**config.mk**
```make
export PLATFORM = sky130hd
export DESIGN_NAME = seg7_scan_driver
export DESIGN_NICKNAME = d
export VERILOG_FILES = /design/src/rtl/seg7_pkg.sv /design/src/rtl/seg7_hex_decoder.sv /design/src/rtl/seg7_scan_driver.sv
export SDC_FILE = /design/constraint.sdc
export NUM_CORES = 1
export LEC_CHECK = 0
export ABC_AREA = 1
export BUFFER_PORTS_ARGS = -buffer_cell sky130_fd_sc_hd__buf_2
export CORE_ASPECT_RATIO = 2
export CORE_UTILIZATION = 53
export CTS_CLUSTER_SIZE = 24
export DETAILED_ROUTE_END_ITERATION = 10
export MAX_ROUTING_LAYER = met4
export PLACE_DENSITY = 0.86
export SKIP_CTS_REPAIR_TIMING = 1
export SYNTH_ARGS = -nofsm -noshare
export SYNTH_HDL_FRONTEND = slang
export SYNTH_SLANG_ARGS = --single-unit
```
**constraint.sdc**
```tcl
create_clock -name CLK -period 2 [get_ports CLK]
set_clock_uncertainty 0.15 [all_clocks]
set_input_delay 0.6 -clock CLK [delete_from_list [all_inputs] [get_ports CLK]]
set_output_delay 0.6 -clock CLK [all_outputs]
set_load 0.01 [all_outputs]
```
**src/rtl/seg7_pkg.sv**
```systemverilog
// Shared constants for the 7-segment scan driver: active-low hex glyphs and DISP field layout.
// Latency: n/a (constants and a pure combinational helper function).
// Backpressure: none; compile-time definitions only.
package seg7_pkg;

  // DISP bus layout: {anodes, a..g, dp}
  localparam int DP_BIT  = 0;
  localparam int SEG_LSB = 1;
  localparam int AN_LSB  = 8;

  // Widest DISP bus (8 digits + 8 segment/dp bits); slice down to the real width
  localparam int DISP_MAX_W = 16;
  localparam logic [DISP_MAX_W-1:0] DISP_OFF = '1;

  // Active-low segment patterns, bit 6 = a ... bit 0 = g
  localparam logic [6:0] SEG_0 = 7'b0000001;
  localparam logic [6:0] SEG_1 = 7'b1001111;
  localparam logic [6:0] SEG_2 = 7'b0010010;
  localparam logic [6:0] SEG_3 = 7'b0000110;
  localparam logic [6:0] SEG_4 = 7'b1001100;
  localparam logic [6:0] SEG_5 = 7'b0100100;
  localparam logic [6:0] SEG_6 = 7'b0100000;
  localparam logic [6:0] SEG_7 = 7'b0001111;
  localparam logic [6:0] SEG_8 = 7'b0000000;
  localparam logic [6:0] SEG_9 = 7'b0000100;
  localparam logic [6:0] SEG_A = 7'b0001000;
  localparam logic [6:0] SEG_B = 7'b1100000;
  localparam logic [6:0] SEG_C = 7'b0110001;
  localparam logic [6:0] SEG_D = 7'b1000010;
  localparam logic [6:0] SEG_E = 7'b0110000;
  localparam logic [6:0] SEG_F = 7'b0111000;

  // Nibble to active-low segment pattern
  function automatic logic [6:0] hex_to_seg(input logic [3:0] nib);
    logic [6:0] seg;
    case (nib)
      4'h0:    seg = SEG_0;
      4'h1:    seg = SEG_1;
      4'h2:    seg = SEG_2;
      4'h3:    seg = SEG_3;
      4'h4:    seg = SEG_4;
      4'h5:    seg = SEG_5;
      4'h6:    seg = SEG_6;
      4'h7:    seg = SEG_7;
      4'h8:    seg = SEG_8;
      4'h9:    seg = SEG_9;
      4'hA:    seg = SEG_A;
      4'hB:    seg = SEG_B;
      4'hC:    seg = SEG_C;
      4'hD:    seg = SEG_D;
      4'hE:    seg = SEG_E;
      default: seg = SEG_F;
    endcase
    return seg;
  endfunction

endpackage

```
**src/rtl/seg7_hex_decoder.sv**
```systemverilog
// Combinational hex nibble to active-low a..g segment decoder.
// Latency: 0 cycles (pure combinational).
// Backpressure: none.
module seg7_hex_decoder
  import seg7_pkg::*;
(
  input  logic [3:0] nibble,
  output logic [6:0] seg
);

  assign seg = hex_to_seg(nibble);

endmodule

```
**src/rtl/seg7_scan_driver.sv**
```systemverilog
// Time-multiplexed N-digit common-anode 7-seg driver; per-frame input snapshot, DP, blink, enable.
// Latency: DISP is registered, 1 cycle after pointer/snapshot/phase/EN; FRAME pulses on the frame wrap.
// Backpressure: none, free-running scan. Optional SEG7_LEADING_ZERO_BLANK_EN blanks leading zero digits.
module seg7_scan_driver
  import seg7_pkg::*;
#(
  parameter int NUM_DIGITS   = 4,
  parameter int DIGIT_TICKS  = 100000,
  parameter int BLINK_FRAMES = 250
) (
  input  logic                    CLK,
  input  logic                    RST_N,
  input  logic                    EN,
  input  logic [4*NUM_DIGITS-1:0] VALUE,
  input  logic [NUM_DIGITS-1:0]   DP,
  input  logic [NUM_DIGITS-1:0]   BLINK,
  output logic [NUM_DIGITS+7:0]   DISP,
  output logic                    FRAME
);

  localparam int DW = NUM_DIGITS + 8;
  localparam int PW = (NUM_DIGITS > 1) ? $clog2(NUM_DIGITS) : 1;
  localparam int TW = $clog2(DIGIT_TICKS);
  localparam int BW = (BLINK_FRAMES > 1) ? $clog2(BLINK_FRAMES) : 1;

  localparam logic [PW-1:0] PTR_TOP   = PW'(NUM_DIGITS - 1);
  localparam logic [TW-1:0] TICK_TOP  = TW'(DIGIT_TICKS - 1);
  localparam logic [BW-1:0] BLINK_TOP = BW'(BLINK_FRAMES - 1);

  logic [TW-1:0]           tick;
  logic [PW-1:0]           ptr;
  logic                    tick_end;
  logic                    frame_wrap;
  logic [4*NUM_DIGITS-1:0] snap_value;
  logic [NUM_DIGITS-1:0]   snap_dp;
  logic [NUM_DIGITS-1:0]   snap_blink;
  logic [BW-1:0]           blink_cnt;
  logic                    blink_phase;
  logic [3:0]              cur_nibble;
  logic [6:0]              cur_seg;
  logic [NUM_DIGITS-1:0]   lz_dark;
  logic                    dark;
  logic [DW-1:0]           disp_nxt;

  assign tick_end   = (tick == TICK_TOP);
  assign frame_wrap = tick_end && (ptr == '0);

  // Digit dwell counter and scan pointer, leftmost digit first
  always_ff @(posedge CLK or negedge RST_N) begin
    if (!RST_N) begin
      tick <= '0;
      ptr  <= PTR_TOP;
    end else if (tick_end) begin
      tick <= '0;
      ptr  <= (ptr == '0) ? PTR_TOP : ptr - PW'(1);
    end else begin
      tick <= tick + TW'(1);
    end
  end

  // Frame boundary: capture inputs, pulse FRAME, advance blink timebase
  always_ff @(posedge CLK or negedge RST_N) begin
    if (!RST_N) begin
      snap_value  <= '0;
      snap_dp     <= '0;
      snap_blink  <= '0;
      blink_cnt   <= '0;
      blink_phase <= 1'b0;
      FRAME       <= 1'b0;
    end else begin
      FRAME <= frame_wrap;
      if (frame_wrap) begin
        snap_value <= VALUE;
        snap_dp    <= DP;
        snap_blink <= BLINK;
        if (blink_cnt == BLINK_TOP) begin
          blink_cnt   <= '0;
          blink_phase <= ~blink_phase;
        end else begin
          blink_cnt <= blink_cnt + BW'(1);
        end
      end
    end
  end

  // Only the currently scanned digit needs decoding
  assign cur_nibble = snap_value[{ptr, 2'b00} +: 4];

  seg7_hex_decoder u_hex_decoder (
    .nibble (cur_nibble),
    .seg    (cur_seg)
  );

`ifdef SEG7_LEADING_ZERO_BLANK_EN
  logic lz_run;

  // Digit k is a leading zero when it and every digit to its left are zero; digit 0 always shows
  always_comb begin
    lz_dark = '0;
    lz_run  = 1'b1;
    for (int k = NUM_DIGITS - 1; k >= 1; k--) begin
      lz_run     = lz_run & (snap_value[4*k +: 4] == 4'd0);
      lz_dark[k] = lz_run;
    end
  end
`else
  assign lz_dark = '0;
`endif

  assign dark = !EN || (snap_blink[ptr] && blink_phase) || lz_dark[ptr];

  // Next display word: one anode low, glyph and dp for that digit, or all dark
  always_comb begin
    disp_nxt = DISP_OFF[DW-1:0];
    if (!dark) begin
      for (int k = 0; k < NUM_DIGITS; k++) begin
        disp_nxt[AN_LSB + k] = (ptr != PW'(k));
      end
      disp_nxt[SEG_LSB +: 7] = cur_seg;
      disp_nxt[DP_BIT]       = ~snap_dp[ptr];
    end
  end

  // Registered pin drive so the board sees glitch-free outputs
  always_ff @(posedge CLK or negedge RST_N) begin
    if (!RST_N) begin
      DISP <= DISP_OFF[DW-1:0];
    end else begin
      DISP <= disp_nxt;
    end
  end

endmodule

```
==> flow_metrics.py, run 1 <==
metrics = {
    "global_route": {
        "grt_overflow": 0,
        "grt_max_degree": 66,
        "grt_pass1_wl_um": 12100,
        "grtUsageTotal_pct": 24.5,
        "antenna_found_initial": 0,
        "grt_pass1_vias": 2805,
    },
    "logic_synthesis": {
        "yosys.area_share.simple_pct": 36.4,
        "netlist_top_cells_area": "dfrtp_1 (37%), nand2_1 (20%), dfstp_2 (11%)",
        "synth_top_family_by_area": "simple AND/OR/NAND/NOR gates",
        "yosys.area_share.adder_pct": 4.35,
        "synth.distinct_cells": 29,
        "synth_compound_area_share_pct": 2.57,
        "yosysTopAreaCellShare_pct": 37.0,
        "muxShareOfSynthArea_pct": 0,
        "ys.flop_type": "dfrtp_1",
        "synth-xor-area-share_pct": 2.54,
        "synth_edf_count": 0,
        "avgSynthCellArea_um2": 7.69,
        "netlist_instances": 449,
        "yosys_warnings": 0,
        "synth_nets": 488,
        "syn-cell-area_um2": 3450,
        "yosys_register_bits": 65,
        "yosys.area.top_type": "dfrtp_1",
        "seq_area_frac_synth_pct": 47.6,
        "async_reset_ff_share_pct": 100,
    },
    "flow_run": {
        "drv_cap": 0,
    },
    "sta": {
        "period_share_pct": 94.5,
        "holdWs_ns": 0.0973,
        "tightest_slew_ns": 0.430,
        "tns_ns": 0,
        "slew_headroom_pct": 71.3,
        "min_period_ns": 1.89,
        "setup_violations": 0,
        "finalHoldViolations": 0,
        "clock.fmax_mhz": 529,
        "slew_violations": 0,
    },
    "route": {
        "routed_wirelength_um": 7170,
        "vias_per_cell": 5.05,
        "route.detailed.drc": 0,
        "wl_per_cell_um": 12.2,
        "ant_nets": 0,
        "drtIter0Drc": 102,
        "num_vias": 2967,
        "firstDrtPassIters": 7,
    },
    "floorplan": {
        "start_util_pct": 54.7,
        "core_area_um2": 6310,
        "dieWidth_um": 59.1,
        "dieHeight_um": 116,
        "dieArea_um2": 6860,
        "pin_count": 40,
        "row_count": 41,
    },
    "worst_setup_path": {
        "crit_fanout": 30,
        "criticalPathCategory": "reg2reg",
        "cp-start-kind": "register",
        "worstPathRequired_ns": 2.12,
        "arrival_ns": 2.01,
        "end_kind": "register",
    },
    "clocking": {
        "cts_buffers": 9,
        "path_clk_slew_ns": 0.06,
        "insertion_delay_ns": 0.34,
        "cts.sinks": 65,
        "clockRootBuffer": "clkbuf_16",
        "h-tree-depth": 3,
        "cts_tree": "yes",
        "clockBufferDepth": 2,
    },
    "placement": {
        "dpl.hpwl_um": 5070,
        "io_buffers": 39,
        "gp_congestion": 0.926,
    },
    "power": {
        "p_leak_nw": 2.06,
        "cellPowerDensity_nw_per_um2": 758,
        "vdd_drop_max_mv": 0.676,
    },
    "finish": {
        "layout_common_cells": "nand2_1 (183), nor2_1 (53), dfrtp_1 (51)",
        "layout_commonest_cell": "nand2_1",
        "nets": 536,
        "regArea_um2": 1640,
        "n_antenna_cell": 0,
        "drive_gt1_share_pct": 19.9,
        "syn2layout_area_growth_pct": 18.7,
        "nFillCells": 566,
        "multi_input_area_um2": 1590,
    },
    "min_path": {
        "hp-class": "in2async",
    },
    "status": {
        "status": "finished clean",
    },
}
[per-stage QoR]
stage / total power [mW] / setup WS [ns] / utilization (%) / cell area (µm²) / std cells
finish: 3.11 / 0.109 / 65.0 / 4100 / 588
global route: 3.21 / -0.00604 / 65.0 / 4100 / 588
CTS: 3.13 / 0.00169 / 64.5 / 4070 / 585
detailed placement: 1.42 / 0.0166 / 59.3 / 3740 / 569
global placement: 1.42 / 0.155 / 59.3 / 3740 / 569
floorplan: 1.36 / 0.103 / - / 3450 / 449
[where the power goes]
| group | leakage, nW | internal [mW] | switching [mW] |
|---|---|---|---|
| combinational | 1.19 | 0.0284 | 0.0425 |
| clock | 0.151 | 1.12 | 0.581 |
| sequential | 0.720 | 1.33 | 0.00105 |
[state kept, by name, indices dropped and copies added, names as in the netlist]
register,flops
FRAME,1
snap_dp,4
snap_value,16
ptr,2
snap_blink,4
DISP,12
tick,17
blink_cnt,8
blink_phase,1
[Yosys cell counts, types with 3 or more instances]
cell and n:
nand4_1 7, buf_6 5, nor2_4 3, o21ai_0 9, dfstp_2 14, nand3_1 32
inv_1 28, inv_2 11, nor3_1 7, ha_1 12, dfrtp_1 51, nor2_1 53
xor2_1 9, buf_2 4, nand2_1 185
[layer usage]
layer	track usage [%]	share of wire [%]	vias to the layer above
li1	-	-	1495
met4	15.6	4.5	0
met2	40.7	53	85
met5	-	0	-
met1	25.3	39	1357
met3	5.98	4.2	30
[cell type report]
class                   count  share of cell area (%)
inverters                  39                    3.57
well taps                  86                    2.63
repair buffers             47                    6.84
flip-flops and latches     65                    40.1
clock inverters             6                    2.23
clock buffers              10                    5.83
multi-input cells         335                    38.8
[logic make-up after synthesis]
kind of cell,after synthesis
compound gates,16
flops,65
fa+ha+maj,12
xor+xnor,10
buf+inv,49
simple gates,297
[worst paths after layout]
path | start | end | slack, ns | cells past startpoint
worst max-delay path | tick[0] | snap_value[5] | 0.11 | 10
worst min-delay path | RST_N | tick[13] | 0.1 | 2
worst max register to register | tick[0] | snap_value[5] | 0.11 | 10
worst min register to register | tick[0] | tick[0] | 0.31 | 1
max in group asynchronous | RST_N | DISP[2] | 1.26 | 2
min in group CLK | VALUE[14] | snap_value[14] | 0.30 | 3
[critical path, stage by stage, from the launching register on]
cell	delay, ns
dfrtp_1	0.37
ha_1	0.21
nand2_2	0.12
nor2_8	0.15
inv_2	0.07
nor2_4	0.12
nand3_2	0.16
nor2_4	0.14
buf_12	0.18
nand2_1	0.08
nand2_1	0.07
(Power assumes the default switching activity.)
==> run 2, diff against run 1 <==
--- a/config.mk
+++ b/config.mk
@@ -5,14 +5,13 @@
 export SDC_FILE = /design/constraint.sdc
 export NUM_CORES = 1
 export LEC_CHECK = 0
-export ABC_AREA = 1
 export BUFFER_PORTS_ARGS = -buffer_cell sky130_fd_sc_hd__buf_2
 export CORE_ASPECT_RATIO = 2
-export CORE_UTILIZATION = 53
+export CORE_UTILIZATION = 50
 export CTS_CLUSTER_SIZE = 24
 export DETAILED_ROUTE_END_ITERATION = 10
 export MAX_ROUTING_LAYER = met4
-export PLACE_DENSITY = 0.86
+export PLACE_DENSITY = 0.83
 export SKIP_CTS_REPAIR_TIMING = 1
 export SYNTH_ARGS = -nofsm -noshare
 export SYNTH_HDL_FRONTEND = slang
==> run 2 against run 1 <==
Net effect: utilization rose by 4.7 points; wire length rose by 5.7%; hold slack improved by 0.0053 ns; clock power down 13%; global-route usage shrank 1.9 points; the run now ends with setup timing left; sequential power is 4% higher; highest routed layer unchanged; combinational power grew to 3.1 times the previous value; synthesized area is 3.8% lower; sequential cell count is the same; via count down 16%.
==> flow_metrics.py, run 2 <==
metrics = {
    "route": {
        "wl_met2_um": 4130,
        "firstDrtPassIters": 4,
        "vias_per_cell": 5.47,
        "route.detailed.drc": 0,
        "dr_wl_met3_um": 290,
        "wl_per_cell_um": 16.7,
        "ant_nets": 0,
        "top_layer_used": "met4",
        "met1_length_um": 2890,
        "routed_wirelength_um": 7570,
        "num_vias": 2482,
        "drtIter0Drc": 137,
    },
    "floorplan": {
        "row_count": 41,
        "dieHeight_um": 117,
        "pin_count": 40,
        "dieWidth_um": 59.6,
        "start_util_pct": 52.2,
        "dieArea_um2": 6990,
        "core_area_um2": 6360,
    },
    "sta": {
        "worst_slack_ns": -0.195,
        "tightest_slew_ns": 0.350,
        "finalHoldViolations": 0,
        "slew_violations": 0,
        "holdWs_ns": 0.103,
        "clock.fmax_mhz": 455,
        "slew_headroom_pct": 76.5,
        "rsz0062_at_grt": "true",
        "setup_violations": 6,
        "min_period_ns": 2.20,
        "period_share_pct": 110,
    },
    "placement": {
        "io_buffers": 39,
        "dp_cells": 421,
        "place_area_um2": 3890,
        "dpl.hpwl_um": 4940,
        "gp_congestion": 0.843,
        "place_ws_ns": -0.126,
    },
    "worst_setup_path": {
        "crit_top_cell": "buf_4",
        "worstPathRequired_ns": 2.10,
        "cp_cell_sequence": "buf_4 -> mux2i_1 -> mux2_2 -> buf_4 -> ha_1 -> nor2_1 -> a211oi_1 -> o21ai_1",
        "criticalPathCategory": "reg2reg",
        "critical-path-max-stage-delay_ns": 0.61,
        "crit_slowest_cell": "dfstp_2",
        "critical-path-top-delay-family": "flip-flops",
        "r2r_setup_slack_ns": -0.20,
        "arrival_ns": 2.30,
        "end_kind": "register",
        "cp-start-kind": "register",
        "crit_fanout": 7,
        "worst-path-buf-inv": 2,
    },
    "logic_synthesis": {
        "seq_area_frac_synth_pct": 49.5,
        "async_reset_ff_share_pct": 100,
        "netlist_top_cells_area": "dfrtp_1 (38%), dfstp_2 (11%), mux2_4 (11%)",
        "ys.flop_type": "dfrtp_1",
        "yosysTopAreaCellShare_pct": 38.4,
        "netlist_instances": 267,
        "yosys_register_bits": 65,
        "yosys_warnings": 0,
        "synth_nets": 306,
        "yosys.area.top_type": "dfrtp_1",
        "synth_edf_count": 0,
        "avgSynthCellArea_um2": 12.4,
        "synth.distinct_cells": 46,
        "ys_top_cells_by_count": "dfrtp_1 (51), mux2_4 (24), nor2_1 (20)",
        "synth_most_common_cell": "dfrtp_1",
        "syn-cell-area_um2": 3320,
    },
    "flow_run": {
        "drv_cap": 0,
    },
    "finish": {
        "layout_common_cells": "dfrtp_1 (51), buf_4 (47), buf_2 (39)",
        "largest_reg_flops": 17,
        "stdcell_area_um2": 4430,
        "nets": 402,
        "fin_cells": 454,
        "n_antenna_cell": 0,
        "syn2layout_area_growth_pct": 33.4,
        "regMostFlops": "tick",
        "layout_commonest_cell": "dfrtp_1",
        "top_regs": "tick x17, snap_value x16, DISP x12",
        "drive_gt1_share_pct": 48.1,
    },
    "global_route": {
        "grt_overflow": 0,
        "grt_pass1_wl_um": 11000,
        "antenna_found_initial": 0,
        "grtUsageTotal_pct": 22.6,
        "grt_pass1_vias": 2368,
        "grt_max_degree": 66,
    },
    "clocking": {
        "path_clk_slew_ns": 0.05,
        "cts_buffers": 9,
        "clockBufferDepth": 2,
        "insertion_delay_ns": 0.34,
        "cts_tree": "yes",
        "clockRootBuffer": "clkbuf_16",
        "cts.sinks": 65,
        "h-tree-depth": 3,
    },
    "min_path": {
        "hp-class": "in2async",
    },
    "status": {
        "violations": "setup timing",
        "status": "finished with violations",
    },
    "power": {
        "cellPowerDensity_nw_per_um2": 695,
        "p_leak_nw": 2.01,
        "vdd_drop_max_mv": 0.598,
    },
}
run 2: cell count changes in the layout (fill, tap and decap cells not counted), moves of 5 or more:
cell / before / now
and3_1: 0 / 6
buf_4: 6 / 47
ha_1: 11 / 6
inv_1: 28 / 6
inv_2: 11 / 0
mux2_2: 0 / 7
mux2_4: 0 / 24
mux2i_1: 0 / 5
nand2_1: 183 / 14
nand3_1: 32 / 12
nor2_1: 53 / 20
o21ai_0: 9 / 4
o21ai_1: 1 / 9
xnor2_1: 1 / 10
run 2: path summary, 6_finish.rpt:
path                               from            to  cells after the start
max in group asynchronous         RST_N       DISP[2]                      2
worst max-delay path             ptr[0]       DISP[4]                      8
worst max register to register   ptr[0]       DISP[4]                      8
worst min register to register  tick[4]       tick[4]                      1
min in group CLK                tick[4]       tick[4]                      1
worst min-delay path              RST_N  blink_cnt[1]                      2
run 2: cell families after synthesis:
group | count (synthesis) | share of synthesized area (%)
compound gates | 33 | 6.37
xor+xnor | 15 | 3.95
fa+ha+maj | 12 | 4.52
buf+inv | 16 | 2.98
flops | 65 | 49.5
mux | 42 | 18.4
simple gates | 84 | 14.3
run 2: area by class of cell:
type                            count  area (µm²)
Sequential cell                    65        1640
Tap cell                           86         108
Fill cell                         456        1930
Clock buffer                       16         282
Multi-Input combinational cell    187        1710
Timing Repair Buffer               93         658
Inverter                            7        28.8
run 2: metal layers:
metal  track usage (%)  vias up
met5                 -        -
met3              4.51       21
li1                  -     1152
met2              37.7       77
met4              14.4        0
met1              23.7     1232
run 2: stage by stage:
stage	util, %	setup TNS (ns)	total power, mW
2_1_floorplan	-	-0.501	1.51
3_3_place_gp	61.2	-0.141	1.61
3_5_place_dp	61.2	-0.537	1.62
4_1_cts	65.7	-0.943	3.08
5_1_grt	69.7	-2.02	3.17
6_report	69.7	-0.674	3.08
run 2: power breakdown:
group          switching (mW)  internal [mW]
Combinational           0.105          0.115
Clock                   0.536          0.941
Sequential             0.0197           1.37
==> run 3, diff against run 2 <==
--- a/config.mk
+++ b/config.mk
@@ -5,6 +5,7 @@
 export SDC_FILE = /design/constraint.sdc
 export NUM_CORES = 1
 export LEC_CHECK = 0
+export ABC_AREA = 1
 export BUFFER_PORTS_ARGS = -buffer_cell sky130_fd_sc_hd__buf_2
 export CORE_ASPECT_RATIO = 2
 export CORE_UTILIZATION = 50
@@ -12,6 +13,7 @@
 export DETAILED_ROUTE_END_ITERATION = 10
 export MAX_ROUTING_LAYER = met4
 export PLACE_DENSITY = 0.83
+export SETUP_SLACK_MARGIN = 0.4
 export SKIP_CTS_REPAIR_TIMING = 1
 export SYNTH_ARGS = -nofsm -noshare
 export SYNTH_HDL_FRONTEND = slang
==> run 3 against run 2 <==
Net effect: the flow now finishes without violations; sequential power is 4% lower; combinational power shrank 61%; utilization is 2.3 points higher; critical endpoint is now DISP[5]; largest cell class unchanged; largest power group unchanged; highest routed layer unchanged.
==> flow_metrics.py, run 3 (same netlist as run 1, synthesis figures left out) <==
metrics = {
    "status": {
        "status": "finished clean",
    },
    "floorplan": {
        "dieHeight_um": 120,
        "core_area_um2": 6620,
        "dieArea_um2": 7260,
        "dieWidth_um": 60.8,
        "row_count": 42,
        "start_util_pct": 52.2,
        "pin_count": 40,
    },
    "power": {
        "share_comb_of_total_power_pct": 2.8,
        "p_switching_mw": 0.645,
        "switching_share_pct": 20.6,
        "p_seq_share_pct": 42.4,
        "cellPowerDensity_nw_per_um2": 658,
        "p_leak_nw": 2.32,
        "vdd_drop_max_mv": 0.563,
        "total_power_mw": 3.14,
        "clock_power_share_pct": 54.8,
        "p_int_mw": 2.49,
    },
    "worst_setup_path": {
        "cp-start-kind": "register",
        "r2r-end": "DISP[5]",
        "r2r_setup_slack_ns": 0.09,
        "reg2reg_depth": 10,
        "worstPathRequired_ns": 2.11,
        "critPathLaunch": "ptr[0]",
        "r2r_start": "ptr[0]",
        "crit_fanout": 5,
        "criticalPathCategory": "reg2reg",
        "arrival_ns": 2.02,
        "end_kind": "register",
    },
    "route": {
        "routed_wirelength_um": 9600,
        "firstDrtPassIters": 10,
        "drtIter0Drc": 255,
        "num_vias": 3346,
        "route.detailed.drc": 0,
        "wl_per_cell_um": 15.6,
        "ant_nets": 0,
        "vias_per_cell": 5.43,
    },
    "sta": {
        "finalHoldViolations": 0,
        "rsz0062_at_grt": "true",
        "holdWs_ns": 0.107,
        "setup_violations": 0,
        "tns_ns": 0,
        "slew_headroom_pct": 70.6,
        "min_period_ns": 1.91,
        "tightest_slew_ns": 0.441,
        "clock.fmax_mhz": 524,
        "period_share_pct": 95.3,
        "slew_violations": 0,
    },
    "placement": {
        "gp_congestion": 0.900,
        "io_buffers": 39,
        "dpl.hpwl_um": 5400,
    },
    "clocking": {
        "clockRootBuffer": "clkbuf_16",
        "h-tree-depth": 3,
        "cts.sinks": 65,
        "cts_tree": "yes",
        "clockBufferDepth": 2,
        "path_clk_slew_ns": 0.06,
        "cts_buffers": 9,
        "insertion_delay_ns": 0.33,
    },
    "finish": {
        "layout_commonest_cell": "nand2_1",
        "regMostFlops": "tick",
        "n_antenna_cell": 0,
        "nets": 562,
        "syn2layout_area_growth_pct": 38.0,
        "top_regs": "tick x17, snap_value x16, DISP x12",
        "post-route-util_pct": 72.0,
        "largest_reg_flops": 17,
        "layout_common_cells": "nand2_1 (154), dfrtp_1 (51), nor2_1 (44)",
        "drive_gt1_share_pct": 36.7,
    },
    "global_route": {
        "grt_pass1_vias": 2946,
        "grt_pass1_wl_um": 12600,
        "antenna_found_initial": 0,
        "grt_overflow": 0,
        "grtUsageTotal_pct": 24.0,
        "grt_max_degree": 66,
    },
    "min_path": {
        "hp-class": "in2async",
    },
    "flow_run": {
        "drv_cap": 0,
    },
}
[run 3: changes by cell type in the layout (fill, tap and decap cells not counted), sizes merged, moves of 6 or more]
cell / delta
nand2: +175
mux2i: -7
clkbuf: -6
buf: -22
nor2: +37
inv: +31
and3: -7
xnor2: -9
mux2: -31
nand3: +18
[run 3: worst max path at each step]
stage                     cells past startpoint  slack [ns]       endpoint
after floorplan                              11        0.22        DISP[5]
after global placement                        9        0.18        DISP[4]
after detailed placement                     10        0.08        DISP[4]
after CTS                                    10        0.07        DISP[4]
after global routing                         10        0.02  snap_blink[0]
final                                        10        0.09        DISP[5]
[run 3: metal layers]
metal | up-vias | part of all wire, % | wire length (µm) | track usage [%]
li1 | 1553 | - | - | -
met1 | 1577 | 35 | 3410 | 25.6
met2 | 164 | 54 | 5210 | 39.6
met3 | 52 | 4.6 | 440 | 4.63
met4 | 0 | 5.6 | 540 | 13.9
met5 | - | 0 | 0 | -
[run 3: cell type report]
type,instances,area (µm²)
fillers,486,1860
well taps,88,110
repair buffers,71,586
clock inverters,6,90.1
multi-input cells,336,1920
flip-flops and latches,65,1640
inverters,39,171
clock buffers,10,239
repair inverters,1,5.00
[run 3: power by group through the flow]
stage	clock network, mW	registers [mW]	logic [mW]
2_1_floorplan	0	1.36	0.00706
3_3_place_gp	0	1.35	0.0740
3_5_place_dp	0	1.35	0.0746
4_1_cts	1.72	1.33	0.0745
5_1_grt	1.80	1.33	0.0963
6_report	1.72	1.33	0.0869
[run 3: metrics by stage]
| step | area (µm²) | instances | worst slack (ns) |
|---|---|---|---|
| final | 4770 | 616 | 0.0931 |
| after global routing | 4770 | 616 | 0.0184 |
| after CTS | 4110 | 587 | 0.0675 |
| after detailed placement | 3780 | 571 | 0.0798 |
| after global placement | 3780 | 571 | 0.178 |
| after floorplan | 3510 | 449 | 0.219 |
[run 3: worst max-delay path: stages, from the launching register on]
cell and delay, ns:
dfstp_2 0.60, buf_12 0.13, nand2_2 0.05, nand3_2 0.09, nand2_4 0.09, buf_6 0.13, ha_4 0.16, nand3b_1 0.19
nor2_1 0.11, nor2_1 0.06, o21ai_1 0.08
